<file path="src/rtl/i2c_target_regfile_pkg.sv">
`default_nettype none
// ============================================================================
// Module   : i2c_target_pkg
// Brief    : Shared constants for the I2C target register file.
// Revision : 1.0
// ============================================================================
package i2c_target_pkg;

    localparam logic [3:0] ST_IDLE      = 4'd0;
    localparam logic [3:0] ST_ADDR      = 4'd1;
    localparam logic [3:0] ST_ADDR_ACK  = 4'd2;
    localparam logic [3:0] ST_SUB       = 4'd3;
    localparam logic [3:0] ST_SUB_ACK   = 4'd4;
    localparam logic [3:0] ST_WR        = 4'd5;
    localparam logic [3:0] ST_WR_ACK    = 4'd6;
    localparam logic [3:0] ST_RD        = 4'd7;
    localparam logic [3:0] ST_RD_ACK    = 4'd8;
    localparam logic [3:0] ST_WAIT_STOP = 4'd9;

    localparam logic ACK  = 1'b0;
    localparam logic NACK = 1'b1;

    localparam logic [7:0] OOR_READ_DATA = 8'hFF;

    function automatic logic majority3(input logic a, input logic b, input logic c);
        return (a & b) | (a & c) | (b & c);
    endfunction

endpackage
`default_nettype wire

</file>
<file path="src/rtl/i2c_target_regfile_bus_sampler.sv">
`default_nettype none
// ============================================================================
// Module   : i2c_bus_sampler
// Brief    : SCL/SDA synchronizer and bus event detector. Defining
//            I2C_TARGET_GLITCH_FILTER_EN adds a 3-sample majority filter.
// Revision : 1.0
// ============================================================================
module i2c_bus_sampler
    import i2c_target_pkg::*;
(
    input  logic clk,
    input  logic rst,
    input  logic scl_in,
    input  logic sda_in,
    output logic scl_rise,
    output logic scl_fall,
    output logic start_det,
    output logic stop_det,
    output logic sda_s
);

    logic [1:0] scl_sync;
    logic [1:0] sda_sync;
    logic       scl_c;
    logic       sda_c;
    logic       scl_p;
    logic       sda_p;

    // Idle bus is high, so reset to 1 to avoid phantom edges.
    always_ff @(posedge clk) begin
        if (rst) begin
            scl_sync <= 2'b11;
            sda_sync <= 2'b11;
        end else begin
            scl_sync <= {scl_sync[0], scl_in};
            sda_sync <= {sda_sync[0], sda_in};
        end
    end

`ifdef I2C_TARGET_GLITCH_FILTER_EN
    logic [1:0] scl_hist;
    logic [1:0] sda_hist;

    always_ff @(posedge clk) begin
        if (rst) begin
            scl_hist <= 2'b11;
            sda_hist <= 2'b11;
        end else begin
            scl_hist <= {scl_hist[0], scl_sync[1]};
            sda_hist <= {sda_hist[0], sda_sync[1]};
        end
    end

    assign scl_c = majority3(scl_sync[1], scl_hist[0], scl_hist[1]);
    assign sda_c = majority3(sda_sync[1], sda_hist[0], sda_hist[1]);
`else
    assign scl_c = scl_sync[1];
    assign sda_c = sda_sync[1];
`endif

    always_ff @(posedge clk) begin
        if (rst) begin
            scl_p <= 1'b1;
            sda_p <= 1'b1;
        end else begin
            scl_p <= scl_c;
            sda_p <= sda_c;
        end
    end

    assign scl_rise  = scl_c & ~scl_p;
    assign scl_fall  = ~scl_c & scl_p;
    assign start_det = scl_c & scl_p & sda_p & ~sda_c;
    assign stop_det  = scl_c & scl_p & ~sda_p & sda_c;
    assign sda_s     = sda_c;

endmodule
`default_nettype wire

</file>
<file path="src/rtl/i2c_target_regfile.sv">
`default_nettype none
// ============================================================================
// Module   : i2c_target_regfile
// Brief    : I2C target with auto-incrementing 8-bit register file and a
//            local host port. Optional I2C_TARGET_GLITCH_FILTER_EN.
// Revision : 1.0
// ============================================================================
module i2c_target_regfile
    import i2c_target_pkg::*;
#(
    parameter logic [6:0] TARGET_ADDR = 7'h1E,
    parameter int         REG_AW      = 5
) (
    input  logic              sys_clk,
    input  logic              reset,
    input  logic              scl_in,
    input  logic              sda_in,
    output logic              sda_oe,
    input  logic              host_we,
    input  logic [REG_AW-1:0] host_addr,
    input  logic [7:0]        host_wdata,
    output logic [7:0]        host_rdata,
    output logic              i2c_wr_pulse,
    output logic [6:0]        i2c_wr_addr,
    output logic [7:0]        i2c_wr_data,
    output logic              busy,
    output logic [3:0]        state_dbg
);

    localparam int NREGS = 2 ** REG_AW;

    logic [7:0] regs [NREGS];
    logic [3:0] state;
    logic [3:0] bit_cnt;
    logic [7:0] shreg;
    logic [6:0] tx;
    logic [6:0] ptr;
    logic       auto_inc;
    logic       rd_mode;
    logic       mst_ack;

    logic       scl_rise;
    logic       scl_fall;
    logic       start_det;
    logic       stop_det;
    logic       sda_s;

    logic       ptr_ok;
    logic [7:0] rd_byte;
    logic [7:0] wr_byte;
    logic [6:0] ptr_next;

    i2c_bus_sampler u_sampler (
        .clk       (sys_clk),
        .rst       (reset),
        .scl_in    (scl_in),
        .sda_in    (sda_in),
        .scl_rise  (scl_rise),
        .scl_fall  (scl_fall),
        .start_det (start_det),
        .stop_det  (stop_det),
        .sda_s     (sda_s)
    );

    assign ptr_ok     = ({25'd0, ptr} < 32'(NREGS));
    assign rd_byte    = ptr_ok ? regs[ptr[REG_AW-1:0]] : OOR_READ_DATA;
    assign wr_byte    = {shreg[6:0], sda_s};
    assign ptr_next   = auto_inc ? ptr + 7'd1 : ptr;
    assign host_rdata = regs[host_addr];
    assign state_dbg  = state;

    always_ff @(posedge sys_clk) begin
        if (reset) begin
            state        <= ST_IDLE;
            bit_cnt      <= 4'd0;
            shreg        <= 8'h00;
            tx           <= 7'h00;
            ptr          <= 7'h00;
            auto_inc     <= 1'b0;
            rd_mode      <= 1'b0;
            mst_ack      <= 1'b0;
            sda_oe       <= 1'b0;
            busy         <= 1'b0;
            i2c_wr_pulse <= 1'b0;
            i2c_wr_addr  <= 7'h00;
            i2c_wr_data  <= 8'h00;
            for (int i = 0; i < NREGS; i++) regs[i] <= 8'h00;
        end else begin
            i2c_wr_pulse <= 1'b0;
            // Host write first so a same-cycle I2C write to that register wins.
            if (host_we) regs[host_addr] <= host_wdata;

            if (stop_det) begin
                state  <= ST_IDLE;
                sda_oe <= 1'b0;
                busy   <= 1'b0;
            end else if (start_det) begin
                state   <= ST_ADDR;
                bit_cnt <= 4'd0;
                sda_oe  <= 1'b0;
            end else begin
                case (state)
                    ST_ADDR, ST_SUB, ST_WR: begin
                        if (scl_rise) begin
                            shreg   <= wr_byte;
                            bit_cnt <= bit_cnt + 4'd1;
                            if (state == ST_WR && bit_cnt == 4'd7) begin
                                if (ptr_ok) begin
                                    regs[ptr[REG_AW-1:0]] <= wr_byte;
                                    i2c_wr_pulse          <= 1'b1;
                                    i2c_wr_addr           <= ptr;
                                    i2c_wr_data           <= wr_byte;
                                end
                                ptr <= ptr_next;
                            end
                        end else if (scl_fall && bit_cnt == 4'd8) begin
                            case (state)
                                ST_ADDR: begin
                                    if (shreg[7:1] == TARGET_ADDR) begin
                                        state   <= ST_ADDR_ACK;
                                        sda_oe  <= 1'b1;
                                        busy    <= 1'b1;
                                        rd_mode <= shreg[0];
                                    end else begin
                                        state <= ST_WAIT_STOP;
                                        busy  <= 1'b0;
                                    end
                                end
                                ST_SUB: begin
                                    auto_inc <= shreg[7];
                                    ptr      <= shreg[6:0];
                                    state    <= ST_SUB_ACK;
                                    sda_oe   <= 1'b1;
                                end
                                default: begin
                                    state  <= ST_WR_ACK;
                                    sda_oe <= 1'b1;
                                end
                            endcase
                        end
                    end
                    ST_ADDR_ACK, ST_SUB_ACK, ST_WR_ACK: begin
                        if (scl_fall) begin
                            bit_cnt <= 4'd0;
                            if (state == ST_ADDR_ACK && rd_mode) begin
                                state  <= ST_RD;
                                tx     <= rd_byte[6:0];
                                sda_oe <= ~rd_byte[7];
                            end else begin
                                sda_oe <= 1'b0;
                                state  <= (state == ST_ADDR_ACK) ? ST_SUB : ST_WR;
                            end
                        end
                    end
                    ST_RD: begin
                        if (scl_rise) begin
                            bit_cnt <= bit_cnt + 4'd1;
                        end else if (scl_fall) begin
                            if (bit_cnt == 4'd8) begin
                                state  <= ST_RD_ACK;
                                sda_oe <= 1'b0;
                                ptr    <= ptr_next;
                            end else begin
                                sda_oe <= ~tx[6];
                                tx     <= {tx[5:0], 1'b0};
                            end
                        end
                    end
                    ST_RD_ACK: begin
                        if (scl_rise) begin
                            mst_ack <= sda_s;
                        end else if (scl_fall) begin
                            if (mst_ack == NACK) begin
                                state <= ST_WAIT_STOP;
                            end else begin
                                state   <= ST_RD;
                                bit_cnt <= 4'd0;
                                tx      <= rd_byte[6:0];
                                sda_oe  <= ~rd_byte[7];
                            end
                        end
                    end
                    default: ;
                endcase
            end
        end
    end

endmodule
`default_nettype wire
</file>
<file path="config.mk">
export PLATFORM = sky130hd
export DESIGN_NAME = i2c_target_regfile
export DESIGN_NICKNAME = d
export VERILOG_FILES = /design/src/rtl/i2c_target_regfile_pkg.sv /design/src/rtl/i2c_target_regfile_bus_sampler.sv /design/src/rtl/i2c_target_regfile.sv
export SDC_FILE = /design/constraint.sdc
export NUM_CORES = 1
export LEC_CHECK = 0
export CAP_MARGIN = 20
export CORE_MARGIN = 1
export CORE_UTILIZATION = 51
export DETAILED_ROUTE_END_ITERATION = 8
export GPL_ROUTABILITY_DRIVEN = 0
export GPL_TIMING_DRIVEN = 1
export PLACE_DENSITY = 0.66
export SETUP_SLACK_MARGIN = 0.05
export SLEW_MARGIN = 20
export SYNTH_ARGS = -nofsm -noshare
export SYNTH_HDL_FRONTEND = slang
export SYNTH_SLANG_ARGS = --single-unit
</file>
<file path="constraint.sdc">
create_clock -name sys_clk -period 8.05 [get_ports sys_clk]
set_input_delay 2.0125 -clock sys_clk [delete_from_list [all_inputs] [get_ports sys_clk]]
set_output_delay 2.0125 -clock sys_clk [all_outputs]
set_load 0.01 [all_outputs]
</file>
* Word-level counts from Yosys, hierarchy flattened *
Memory sizes are Yosys's and may differ from the RTL's. A register that Yosys moved wholly into a read port is not among the register bits.
Cells that the tools add are included.
Widths: inputs -> output; s select.

operators by class
  add/subtract/negate cells = 2
  $lt $le $gt $ge = 1
  eq/ne operators = 36
  multiplexer cells = 76
  bitwise operators = 16
  reductions and logical operators = 27

operators with widths
  operator            count
  $mux 7              16
  $mux 4              16
  $ne 3x3->1 const B  13
  $mux 1              29
  $reduce_and 9->1    3
  $mux 8              3
  $ne 2x2->1 const B  11
  $pmux 7 s3          1
  $eq 4x3->1 const B  5
  $mux 5              4
  $pmux 4 s4          1
  $reduce_or 8->1     2
  $pmux 7 s2          1
  $reduce_and 7->1    2
  $pmux 4 s3          1
  $reduce_and 6->1    2
  $reduce_and 11->1   1
  $reduce_and 10->1   1
  $not 1->1           9
  $reduce_or 3->1     3
  $eq 4x2->1 const B  2
  $eq 4x4->1 const B  2
  $pmux 4 s2          1
  $reduce_and 4->1    2
  other kinds (17)    27

word-level totals
  flip-flop bits (word level) = 57
  RAM bits = 256
  logic and storage cells = 177
  memories kept = 1

memory list
  memory  words  bits a word  rd ports  clocked after Yosys merged registers in  write ports  RTL line                  text
  regs    32     8            2         1                                        32           i2c_target_regfile.sv:32  logic [7:0] regs [NREGS];

* Longest topological paths before layout *
Gate-level depths: netlist (run 1).

  depth in word-level cells = 11
  mapped depth = 9
  mapped depth without buffers = 8

* Cells and area by module *
From an unflattened synthesis (run 1), not the netlist that was laid out.

unflattened totals
  cell total of the unflattened synthesis = 1899
  area total of the unflattened synthesis = 19452.4 µm²

modules (own cells, without submodules)
  module              instances  cells an instance  area each (µm²)  seq. area each (µm²)
  i2c_target_regfile  1          1883               19262.2          8808.4
  i2c_bus_sampler     1          16                 190.2            120.1

* Worst setup path before layout (run 1) *
OpenSTA, ideal clock, no wires.

  path type = input to output
  start point = input port host_addr[0]
  end point = output port host_rdata[0]
  data arrival time = 3.563 ns
  slack = 2.475 ns
  stages = 5
  buffers on the path = 2
  cell sequence = buf_2 clkbuf_1 mux4_2 a22oi_1 nand4_1

on the way
  word-level cells in the longest chain between the ends = 1

ends and longest elaborated chain
  what                RTL line                  text
  start: declaration  i2c_target_regfile.sv:20  input logic [REG_AW-1:0] host_addr,
  $mem_v2 32x8        -
  end: declaration    i2c_target_regfile.sv:22  output logic [7:0] host_rdata,

Every way passes these cells.

* Worst setup path after layout (run 1) *
  start point = input port host_addr[2]
  end point = output port host_rdata[4]

Same word-level chain as after synthesis.

==> results of run 1 <==
-- per-layer routing --
layer / vias up / part of all wire [%]
li1: 6733 / -
met1: 7340 / 36
met2: 1206 / 43
met3: 305 / 14
met4: 0 / 6.8
met5: - / 0
-- registers in the layout, summed over array words and instances, names as in the netlist, 2 cells and up, named ones only --
register,cells
bit_cnt,4
i2c_wr_addr,7
i2c_wr_data,8
ptr,7
regs,256
shreg,8
state_dbg,4
tx,7
u_sampler.scl_sync,2
u_sampler.sda_sync,2
-- layout by cell type, fill, tap and decap left out, types with 10 or more instances in the layout --
master	n
sky130_fd_sc_hd__a21oi_1	22
sky130_fd_sc_hd__a22oi_1	38
sky130_fd_sc_hd__a31oi_1	10
sky130_fd_sc_hd__buf_4	22
sky130_fd_sc_hd__clkbuf_16	38
sky130_fd_sc_hd__clkdlybuf4s50_1	44
sky130_fd_sc_hd__dfxtp_1	55
sky130_fd_sc_hd__edfxtp_1	256
sky130_fd_sc_hd__mux2i_1	23
sky130_fd_sc_hd__mux4_2	126
sky130_fd_sc_hd__nand2_1	569
sky130_fd_sc_hd__nand3_1	21
sky130_fd_sc_hd__nand3b_1	13
sky130_fd_sc_hd__nand4_1	10
sky130_fd_sc_hd__nor2_1	84
sky130_fd_sc_hd__nor2_4	25
sky130_fd_sc_hd__o21ai_0	215
sky130_fd_sc_hd__o21ai_1	59
sky130_fd_sc_hd__o22ai_1	12
sky130_fd_sc_hd__or2_2	10
sky130_fd_sc_hd__or3_1	37
-- how the worst max path moves through the flow --
stage	slack, ns	startpoint	endpoint
finish	1.24	host_addr[2]	host_rdata[4]
global route	1.25	host_addr[2]	host_rdata[0]
CTS	1.33	host_addr[2]	host_rdata[4]
detailed placement	1.33	host_addr[2]	host_rdata[4]
global placement	1.36	host_addr[2]	host_rdata[0]
floorplan	2.47	host_addr[0]	host_rdata[0]
-- metrics by stage --
step	setup WS (ns)	instance area [um^2]	hold WS (ns)	cells	utilization, %
final	1.24	20500	0.405	2309	56.1
after global routing	1.25	20500	0.415	2309	56.1
after CTS	1.33	20500	0.407	2309	56.1
after detailed placement	1.33	19400	0.392	2249	53.1
after global placement	1.36	19400	0.391	2249	53.1
after floorplan	2.47	18900	0.389	1875	-
-- worst max-delay path, delay by kind of cell --
kind	cells	cell delay [ns]
AOI/OAI and AO/OA	1	0.35
and+or+nand+nor	2	1.19
buffers and inverters	2	1.24
-- kinds of logic after synthesis --
kind of cell,synth area share (%)
AO/OA/AOI/OAI,11.8
XOR/XNOR,0.0462
adder cells (fa/ha/maj),0.396
buffers and inverters,4.10
flip-flops,47.1
multiplexers,16.6
AND/OR/NAND/NOR,19.9
-- power by group --
part | switching, mW | internal, mW | leakage [nW]
logic | 0.227 | 0.184 | 2.69
clock network | 0.680 | 0.918 | 0.543
registers | 0.118 | 1.86 | 2.94
-- cell type report --
type | instances | area (um^2) | share of cell area, %
inverters | 8 | 30.0 | 0.146
clock buffers | 48 | 1020 | 4.96
well taps | 468 | 586 | 2.85
multi-input cells | 1387 | 9240 | 45.0
clock inverters | 12 | 96.3 | 0.469
repair buffers | 68 | 631 | 3.07
flip-flops and latches | 318 | 8940 | 43.5
==> results by stage, run 1 <==
Critical path:
- The slowest stage cell on the critical path is sky130_fd_sc_hd__nor3b_1.
- The delay of the slowest critical-path stage is 0.92 ns.
- The endpoint of the worst register-to-register path is regs[15][6]$_DFFE_PP_.
- The path type of the worst setup path is in -> out.
- In this run the worst path has a maximum fanout of 13.
- The critical path goes through clkdlybuf4s50_1 > nor3b_1 > a22oi_1 > nand4_1 > clkdlybuf4s50_1.
- For flop-to-flop paths, the worst setup slack is 4.05 ns.
- The required arrival time at the worst endpoint is 6.04 ns.
- The worst reg2reg path startpoint is state_dbg[0]$_SDFFE_PP0P_.
- The arrival time reported for the critical path endpoint is 4.80 ns.
- The critical path launch point type is an input pin.
- The kind of end point of the critical path is a primary output.
- Measured in cells, the most critical reg-to-reg path has a length of 5.
- The most numerous cell on the critical path is sky130_fd_sc_hd__clkdlybuf4s50_1.

Timing:
- Dividing the final minimum period by the clock period gives 84.6%.
- After routing, the total negative slack on setup checks comes to 0 ns.
- Subtracting the final worst setup slack from the clock period gives 6.81 ns.
- Timing would allow up to 0.147 GHz.
- The max-slew violation count came to 0.
- The headroom to the max-slew limit is 17.4%.
- The worst clock skew on the final layout is 0.0280 ns.
- Setup violations remaining at the end of the flow were counted as 0.
- For the pin with the worst max-slew slack, the measured transition is 1.24 ns.
- The number of hold violations in the final report is 0.
- Setup repair after global routing left no endpoint under its margin.

GRT:
- The number of global-route vias before repair is 14242.
- For met2 alone, demand over resource in global routing was 50.5%.
- The peak-usage layer in the global routing report is met2.
- Global routing consumed, on the met3 layer, 9.65% of the routing resources.
- The fraction of met1 tracks used by global routing is 46.7%.
- The initial antenna violation count came to 0.
- Entering global routing, the biggest net connects 66 pins.
- The first global-routing pass estimated 95.3 mm of wire.
- Global routing consumed, over all layers together, 34.7% of the routing resources.
- The total grt overflow is 0.

Synth:
- Counting distinct cell types in the post-synthesis netlist gives 65.
- Of all flip-flops after synthesis, the portion carrying an async set or reset was 0%.
- The part of the Yosys area used for sequential elements is 47.1%.
- The count of mapped cells out of synthesis is 1875.
- The number of enable flip-flop cells after synthesis is 256.
- In this run the biggest area consumer among cell types represents 40.6% of the synthesized area.
- After synthesis, the cell types taking the most area are sky130_fd_sc_hd__edfxtp_1 (41%), sky130_fd_sc_hd__mux4_2 (15%), sky130_fd_sc_hd__nand2_1 (11%).
- A synthesized cell averages 10.1 um^2.
- The net count of the mapped netlist is 1899.
- By count the netlist is led by sky130_fd_sc_hd__nand2_1 (569), sky130_fd_sc_hd__edfxtp_1 (256), sky130_fd_sc_hd__o21ai_0 (215).
- The largest total area in the synthesized netlist belongs to sky130_fd_sc_hd__edfxtp_1.
- The most common cell in the synthesized netlist is sky130_fd_sc_hd__nand2_1.
- The prevailing post-synth register cell is sky130_fd_sc_hd__edfxtp_1.
- For this run, the number of Yosys warnings is 0.
- After synthesis the netlist holds a flip-flop and latch count of 318.
- The cell area that synthesis handed to floorplanning was 18900 um^2.

Die:
- The starting density of the core is 51.7%.
- The floorplan step defined a die boundary enclosing 37900 um^2.
- The floorplan has 70 rows.
- The die is 195 um wide.
- 48 I/O pins were placed.
- The overall die height is 195 um.
- The floorplan core area is 36600 um^2.

Clocking:
- The number of gates resized after cts is 0.
- CTS saw 318 sinks.
- The clock tree from TritonCTS is yes.
- The TritonCTS buffer count is 36.
- In this run the number of H-tree levels came out at 2.
- CTS placed an instance of sky130_fd_sc_hd__clkbuf_16 at the clock tree root.
- The maximum buffer depth of the clock tree is 3.
- The insertion delay to the later sink of the worst-skew pair is 0.58 ns.
- Buffers added to address setup during post-CTS repair amount to 0.
- After clock tree synthesis, the flow added hold-fix buffers numbering 0.
- Clock-pin slew was measured on the worst setup and hold paths at 0.06 ns.

Hold path:
- The worst hold path begins at u_sampler.sda_sync[0]$_SDFF_PP1_.
- The count of cells along the worst hold path is 1.
- The endpoint of the worst hold-timing path is u_sampler.sda_sync[1]$_SDFF_PP1_.
- The tightest min-delay check is of the reg -> reg type.

Final layout:
- The number of antenna diodes in the final layout is 0.
- For this run, the post-layout net count is 1843.
- The post-route netlist has 14.0% of its cells at a drive strength greater than 1.
- From synthesis to final layout, the design area changed by 8.42%.
- Counting the fill cells in the layout gives 3094.

Routing:
- After detailed routing, the number of vias per cell comes to 6.75.
- The post-detailed-routing wire length is 64.9 mm.
- The first-pass detailed-route iteration total is 6.
- In this run the remaining antenna-violating nets after routing total 0.
- For this block, the initial DRC count from the detailed router was 2222.
- In the final routed layout, each cell accounts on average for 28.1 um.
- The remaining routing DRC violations is 0.
- The detailed-route via count is 15584.

Pwr:
- The maximum VDD drop is 147 uV.
- In this run the power density over the cells is 194 nW/um^2.
- The total design power is 3.99 mW.
- In this run the static leakage power is 6.17 nW.

Placed design:
- Detailed placement finished with a half-perimeter wire length of 42.6 mm.
- Input and output buffers added on the ports amount to 47.

Job:
- The max-capacitance violation count is 0.

Status:
- The flow ran to the end, and the final reports show no timing, DRC or antenna violations.
Note: power is estimated with default switching activity, not from simulation.
==> inputs of run 2 (changes only) <==
- clock period: 8.05 -> 6.45 ns (I/O delays scaled with it)
==> run 2 against run 1 <==
Clock power up 28%. Critical path depth up 1. Sequential share of layout area down 0.19 points. First-iteration DRC count up 6.7%. Flip-flop and latch count unchanged. Routed wire length down 0.26%. Die area unchanged. Critical path type unchanged. Largest cell class unchanged.
==> results by stage, run 2 (synthesized netlist as in run 1, its figures left out) <==
Routing:
- The per-cell routed wire length is 27.9 um.
- The detailed-route via count is 15811.
- The iteration-0 DRC count of the detailed router is 2371.
- The number of nets still failing antenna checks after routing is 0.
- The remaining routing DRC violations is 0.
- The post-detailed-route via-to-cell ratio is 6.80.
- After detailed routing, the total wire length is 64.7 mm.
- The first detailed-routing pass took 8 iterations.

GRT:
- The total grt overflow is 0.
- The all-layer global routing usage is 34.6%.
- The initial antenna violation count came to 0.
- The number of global-route vias before repair came to 14595.
- Entering global routing, the biggest net connects 66 pins.
- The first-pass GRT wire length is 95.5 mm.

Clocking:
- The clock-pin slew on the worst setup and hold paths is 0.06 ns.
- The number of clock buffers added by TritonCTS is 37.
- The number of gates resized after cts is 0.
- The number of setup buffers added after CTS is 0.
- The clock root buffer is sky130_fd_sc_hd__clkbuf_16.
- The later pin in the worst-skew pair is clocked with a latency of 0.57 ns.
- The hold buffer count at cts is 0.
- The depth of the CTS H-tree is 2.
- The clock tree from TritonCTS is yes.
- The TritonCTS sink count is 318.
- The clock passes through at most 3 buffers.

Pwr:
- The clock network burns 40.8% of the power.
- Sequential cells account for 49.0% of the total power.
- The internal cell power is 3.74 mW.
- The static leakage power is 6.23 nW.
- In this run the power density over the cells is 244 nW/um^2.
- Net switching is 25.8% of the power.
- The design draws 5.04 mW.
- The part of the power in combinational logic is 10.2%.
- IR analysis of the VDD net gives a maximum drop of 191 uV.
- The net switching power is 1.30 mW.

Placed design:
- Buffers placed on the I/O ports in this run total 47.
- The detailed placement HPWL is 43.3 mm.
- The worst setup slack after placement is 0.795 ns.

Critical path:
- In this run the worst setup path terminates at host_rdata[7].
- STA classifies the critical path endpoint as a primary output.
- The most numerous cell on the critical path is sky130_fd_sc_hd__clkdlybuf4s50_1.
- The worst reg2reg path depth is 5.
- The start point of the critical path is host_addr[4].
- In this run the worst path has a maximum fanout of 14.
- The family of cells with the greatest summed delay on the critical path is buffers and inverters.
- The delay of the slowest critical-path stage is 0.77 ns.
- The number of buffers and inverters on the critical path is 2.
- The setup check on the worst reg-to-reg path leaves a slack of 2.48 ns.
- The arrival time reported for the critical path endpoint is 4.09 ns.
- The largest individual stage delay along the critical path comes from the cell sky130_fd_sc_hd__clkdlybuf4s50_1.
- The endpoint of the worst register-to-register path is regs[3][4]$_DFFE_PP_.
- The critical path launch point type is an input pin.
- The required arrival time at the worst endpoint is 4.84 ns.
- The path type of the worst setup path is in -> out.
- The worst reg2reg path startpoint is state_dbg[0]$_SDFFE_PP0P_.
- The signal on the critical path passes through clkdlybuf4s50_1 > nand2_1 > nor2_1 > a22oi_1 > nand4_1 > clkdlybuf4s50_1.
- The depth of the critical timing path with buffers and inverters included is 6.

Die:
- The number of top-level pins is 48.
- The width of the die is 195 um.
- The floorplan core area is 36600 um^2.
- The starting density of the core is 51.7%.
- The die covers 37900 um^2.
- The floorplan has 70 rows.
- The floorplan step set the die height to 195 um.

Timing:
- The worst clock skew on the final layout is 0.0242 ns.
- The post-route worst setup slack is 0.748 ns.
- For this run, the top clock speed supported by timing is 0.175 GHz.
- The number of endpoints failing setup at the final stage is 0.
- The worst path needs 5.70 ns of the cycle, external delays included.
- Setup total negative slack on the finished layout was measured at 0 ns.
- The final critical path takes up 88.4% of the cycle.
- The headroom to the max-slew limit is 32.1%.
- At the pin with the least slew margin, the transition time is 1.02 ns.
- The tightest hold path in the finished design has a slack of 0.406 ns.
- The max-slew violation count is 0.
- The number of hold violations in the final report is 0.
- Setup repair after global routing left no endpoint under its margin.

Final layout:
- The largest registers in the layout are regs (256), i2c_wr_data (8), shreg (8).
- Leaving out fill and tap cells, the most frequent cell in the layout is sky130_fd_sc_hd__nand2_1.
- At the end of the flow, the number of nets in the layout was 1849.
- The area added between synthesis and finish is 8.92%.
- For this run, the share of the core covered by cells in the final layout is 56.4%.
- The post-route netlist has 14.5% of its cells at a drive strength greater than 1.
- The number of flip-flops in the largest register is 256.
- The library cells used most frequently in the layout, excluding fill and tap cells, are sky130_fd_sc_hd__nand2_1 (569), sky130_fd_sc_hd__edfxtp_1 (256), sky130_fd_sc_hd__o21ai_0 (215), sky130_fd_sc_hd__mux4_2 (126), sky130_fd_sc_hd__nor2_1 (84).
- The register bank with the most flops is regs.

Job:
- The tool flagged a number of max-cap violations equal to 0.

Status:
- The flow ran to the end, and the final reports show no timing, DRC or antenna violations.

Hold path:
- The kind of path behind the tightest hold check is reg -> reg.
==> run 2: cell count changes in the layout (fill, tap and decap cells not counted), sizes merged <==
cell,change
clkinv,+8
clkbuf,-6
buf,+5
inv,+4
bufinv,+2
diode,+2
==> run 2: final cells by class <==
type	count	area (um^2)
diodes	2	5.00
fillers	3068	16000
multi-input cells	1387	9240
clock buffers	42	945
flip-flops and latches	318	8940
repair buffers	73	666
inverters	8	30.0
well taps	468	586
clock inverters	26	223
==> run 2: worst register-to-register path, cell delays in order, from the launching register on <==
cell	delay (ns)
sky130_fd_sc_hd__dfxtp_1	0.63
sky130_fd_sc_hd__and4bb_1	0.57
sky130_fd_sc_hd__and4b_1	0.29
sky130_fd_sc_hd__nand3b_1	0.70
sky130_fd_sc_hd__nor2_1	1.00
sky130_fd_sc_hd__or3_1	0.44
==> run 2: power groups by stage <==
stage          registers, mW  clock network [mW]  logic (mW)
6_report                2.47                2.05       0.515
5_1_grt                 2.47                2.14       0.547
4_1_cts                 2.45                2.06       0.506
3_5_place_dp            2.49                   0       0.505
3_3_place_gp            2.50                   0       0.497
2_1_floorplan           2.40                   0       0.375
==> run 2: worst min path at each step <==
stage                                           from                          endpoint  depth (start not counted)
global route        u_sampler.sda_sync[0]$_SDFF_PP1_  u_sampler.sda_sync[1]$_SDFF_PP1_                          1
CTS                 u_sampler.scl_sync[0]$_SDFF_PP1_  u_sampler.scl_sync[1]$_SDFF_PP1_                          1
finish              u_sampler.scl_sync[0]$_SDFF_PP1_  u_sampler.scl_sync[1]$_SDFF_PP1_                          1
floorplan           u_sampler.scl_sync[0]$_SDFF_PP1_  u_sampler.scl_sync[1]$_SDFF_PP1_                          1
global placement    u_sampler.sda_sync[0]$_SDFF_PP1_  u_sampler.sda_sync[1]$_SDFF_PP1_                          1
detailed placement  u_sampler.scl_sync[0]$_SDFF_PP1_  u_sampler.scl_sync[1]$_SDFF_PP1_                          1
==> run 2: layer usage <==
layer / share of wire (%) / GRT usage (%) / vias to the layer above
li1: - / - / 6762
met1: 36 / 46.4 / 7546
met2: 44 / 51.8 / 1238
met3: 14 / 8.73 / 265
met4: 6.1 / 18.3 / 0
met5: 0 / 0 / -
==> run 2: per-stage QoR <==
stage          instance area [um^2]  std cells
5_1_grt                       20600       2322
2_1_floorplan                 18900       1875
3_3_place_gp                  19500       2254
6_report                      20600       2324
3_5_place_dp                  19500       2254
4_1_cts                       20600       2322
==> inputs of run 3 (changes only) <==
- CORE_MARGIN: 1 -> default
- CTS_CLUSTER_DIAMETER: default -> 40
- clock period: 6.45 -> 6.59 ns (I/O delays scaled with it)
==> run 3 against run 2 <==
Die area unchanged. Clock skew fell by 0.0047 ns. Utilization grew 0.82 points. Via count down 0.75%. First-iteration DRC count is 6.5% lower. Clock-buffer cell count up 13. Highest routed layer unchanged. Flip-flop and latch count is the same. Critical endpoint unchanged. Clock power up 17%. Setup slack got worse by 0.056 ns.
==> results by stage, run 3 (synthesized netlist as in run 1, its figures left out) <==
Timing:
- Dividing the final minimum period by the clock period gives 89.5%.
- The number of endpoints failing setup at the final stage is 0.
- Summed over all failing endpoints, the final setup total negative slack is 0 ns.
- The routed design could run at a clock period as short as 5.90 ns.
- For the pin with the worst max-slew slack, the measured transition is 1.19 ns.
- Setup repair after global routing left no endpoint under its margin.
- Clock skew on the completed layout was measured at 0.0195 ns.
- The number of hold violations in the final report is 0.
- Headroom to the max-slew limit came out at 20.9%.
- Based on the critical path, the design can be clocked at up to 0.170 GHz.
- The post-route worst setup slack is 0.692 ns.
- The max-slew violation count came to 0.

Die:
- The overall die height is 195 um.
- The floorplan has 70 rows.
- 48 I/O pins were placed.
- The floorplan core area is 36600 um^2.
- The die area is 37900 um^2.
- Once the floorplan was initialized, standard cells occupied 51.7% of the core.
- The width of the die is 195 um.

Critical path:
- The critical path is of the in -> out type.
- STA classifies the critical path startpoint as an input pin.
- The most critical setup path has its startpoint at host_addr[0].
- The worst setup path is captured at a primary output.
- Of all nets on the critical path, the largest fanout is 48.
- Data on the critical path is required at its endpoint by 4.94 ns.
- The arrival time reported for the critical path endpoint is 4.25 ns.
- The worst register-to-register path begins at state_dbg[0]$_SDFFE_PP0P_.

Final layout:
- The post-route netlist has 15.2% of its cells at a drive strength greater than 1.
- Cells fill 57.2% of the core in the end.
- The largest registers in the layout are regs (256), i2c_wr_data (8), shreg (8).
- The leading cell type in the layout, fill and taps excluded is sky130_fd_sc_hd__nand2_1.
- In the layout the commonest cells are sky130_fd_sc_hd__nand2_1 (569), sky130_fd_sc_hd__edfxtp_1 (256), sky130_fd_sc_hd__o21ai_0 (215), sky130_fd_sc_hd__mux4_2 (126), sky130_fd_sc_hd__nor2_1 (84).
- The area of the multi-input gates is 9240 um^2.
- The register with the most flip-flops in the layout has 256 of them.
- The register bank with the most flops is regs.
- Relative to the synthesized area, the layout overhead comes to 10.5%.
- The net count of the finished layout is 1856.
- The number of fill cells is 3013.
- Across the whole layout, storage elements account for 8940 um^2.

GRT:
- The total grt overflow is 0.
- The largest net degree at the start of global routing is 66.
- The number of global-route vias before repair is 14275.
- The initial antenna violation count is 1.
- The all-layer global routing usage is 34.4%.
- The first-pass GRT wire length is 94.7 mm.

Clocking:
- CTS saw 318 sinks.
- The number of buffers inserted to repair setup after CTS is 0.
- The number of gates resized after cts is 0.
- The clock tree from TritonCTS is yes.
- In this run, post-CTS hold repair placed 0 buffers.
- The tree is rooted in a sky130_fd_sc_hd__clkbuf_16.
- The H-tree was split into 2 levels.
- Clock tree synthesis inserted a total of 44 buffers.
- Counting along the longest clock path gives a buffer depth of 3.
- The insertion delay to the later sink of the worst-skew pair is 0.58 ns.
- After clock tree synthesis, the clock-pin slew on the worst setup and hold paths is 0.05 ns.

Routing:
- The number of nets still failing antenna checks after routing is 0.
- Summing over every cut layer, the via total after detailed routing is 15692.
- The iteration-0 DRC count of the detailed router is 2217.
- For this block, the routed nets add up to 64.9 mm of wire.
- For this run, the detailed router's first-pass iteration total came to 6.
- The post-detailed-route via-to-cell ratio is 6.73.
- In the routed design, unresolved DRC markers number 0.
- The per-cell routed wire length is 27.8 um.

Pwr:
- IR analysis of the VDD net gives a maximum drop of 188 uV.
- Power spread over the standard cell area amounts to 254 nW/um^2.
- The total design power is 5.32 mW.
- The static leakage power is 6.38 nW.

Placed design:
- The detailed placement HPWL is 42.9 mm.
- At the placement stage, the worst setup path has a slack of 0.687 ns.
- In this run the tool buffered the top-level ports with 47 buffer cells.

Status:
- The run finished with clean final reports.

Hold path:
- The kind of path behind the tightest hold check is reg -> reg.
- The source of the worst hold timing path is u_sampler.sda_sync[0]$_SDFF_PP1_.

Job:
- Max-cap violations in this run came to 0.
[run 3: final cells by class]
class	instances	area share, %
Antenna cell	1	0.0120
Clock inverter	23	1.23
Tap cell	468	2.80
Sequential cell	318	42.7
Timing Repair Buffer	73	3.18
Multi-Input combinational cell	1387	44.1
Inverter	8	0.143
Clock buffer	55	5.81
[run 3: layer usage]
| metal | routed length, um | vias up | global-route usage, % |
|---|---|---|---|
| met5 | 0 | - | 0 |
| met4 | 4350 | 0 | 19.5 |
| met3 | 9000 | 259 | 8.88 |
| met2 | 28100 | 1243 | 51.2 |
| met1 | 23400 | 7422 | 45.8 |
| li1 | - | 6768 | - |
[run 3: metrics by stage]
step | area, um^2 | hold slack, ns | cells
global route | 20900 | 0.431 | 2333
detailed placement | 19500 | 0.403 | 2254
floorplan | 18900 | 0.389 | 1875
finish | 20900 | 0.411 | 2333
global placement | 19500 | 0.391 | 2254
CTS | 20900 | 0.416 | 2332
[run 3: final timing paths]
| path | end | depth (start not counted) | slack [ns] |
|---|---|---|---|
| min | u_sampler.sda_sync[1]$_SDFF_PP1_ | 1 | 0.41 |
| min reg2reg | u_sampler.sda_sync[1]$_SDFF_PP1_ | 1 | 0.41 |
| max | host_rdata[7] | 6 | 0.69 |
| max reg2reg | regs[23][3]$_DFFE_PP_ | 6 | 2.23 |
[run 3: worst max-delay path, stage by stage]
cell and delay, ns:
sky130_fd_sc_hd__buf_4 0.62, sky130_fd_sc_hd__buf_4 0.38, sky130_fd_sc_hd__mux4_2 0.52, sky130_fd_sc_hd__a22oi_1 0.22, sky130_fd_sc_hd__nand4_1 0.26, sky130_fd_sc_hd__clkdlybuf4s50_1 0.55
[run 3: report_power, final]
group,switching [mW],internal [mW]
clock,0.926,1.48
combinational,0.276,0.226
sequential,0.145,2.28
total,1.35,3.98
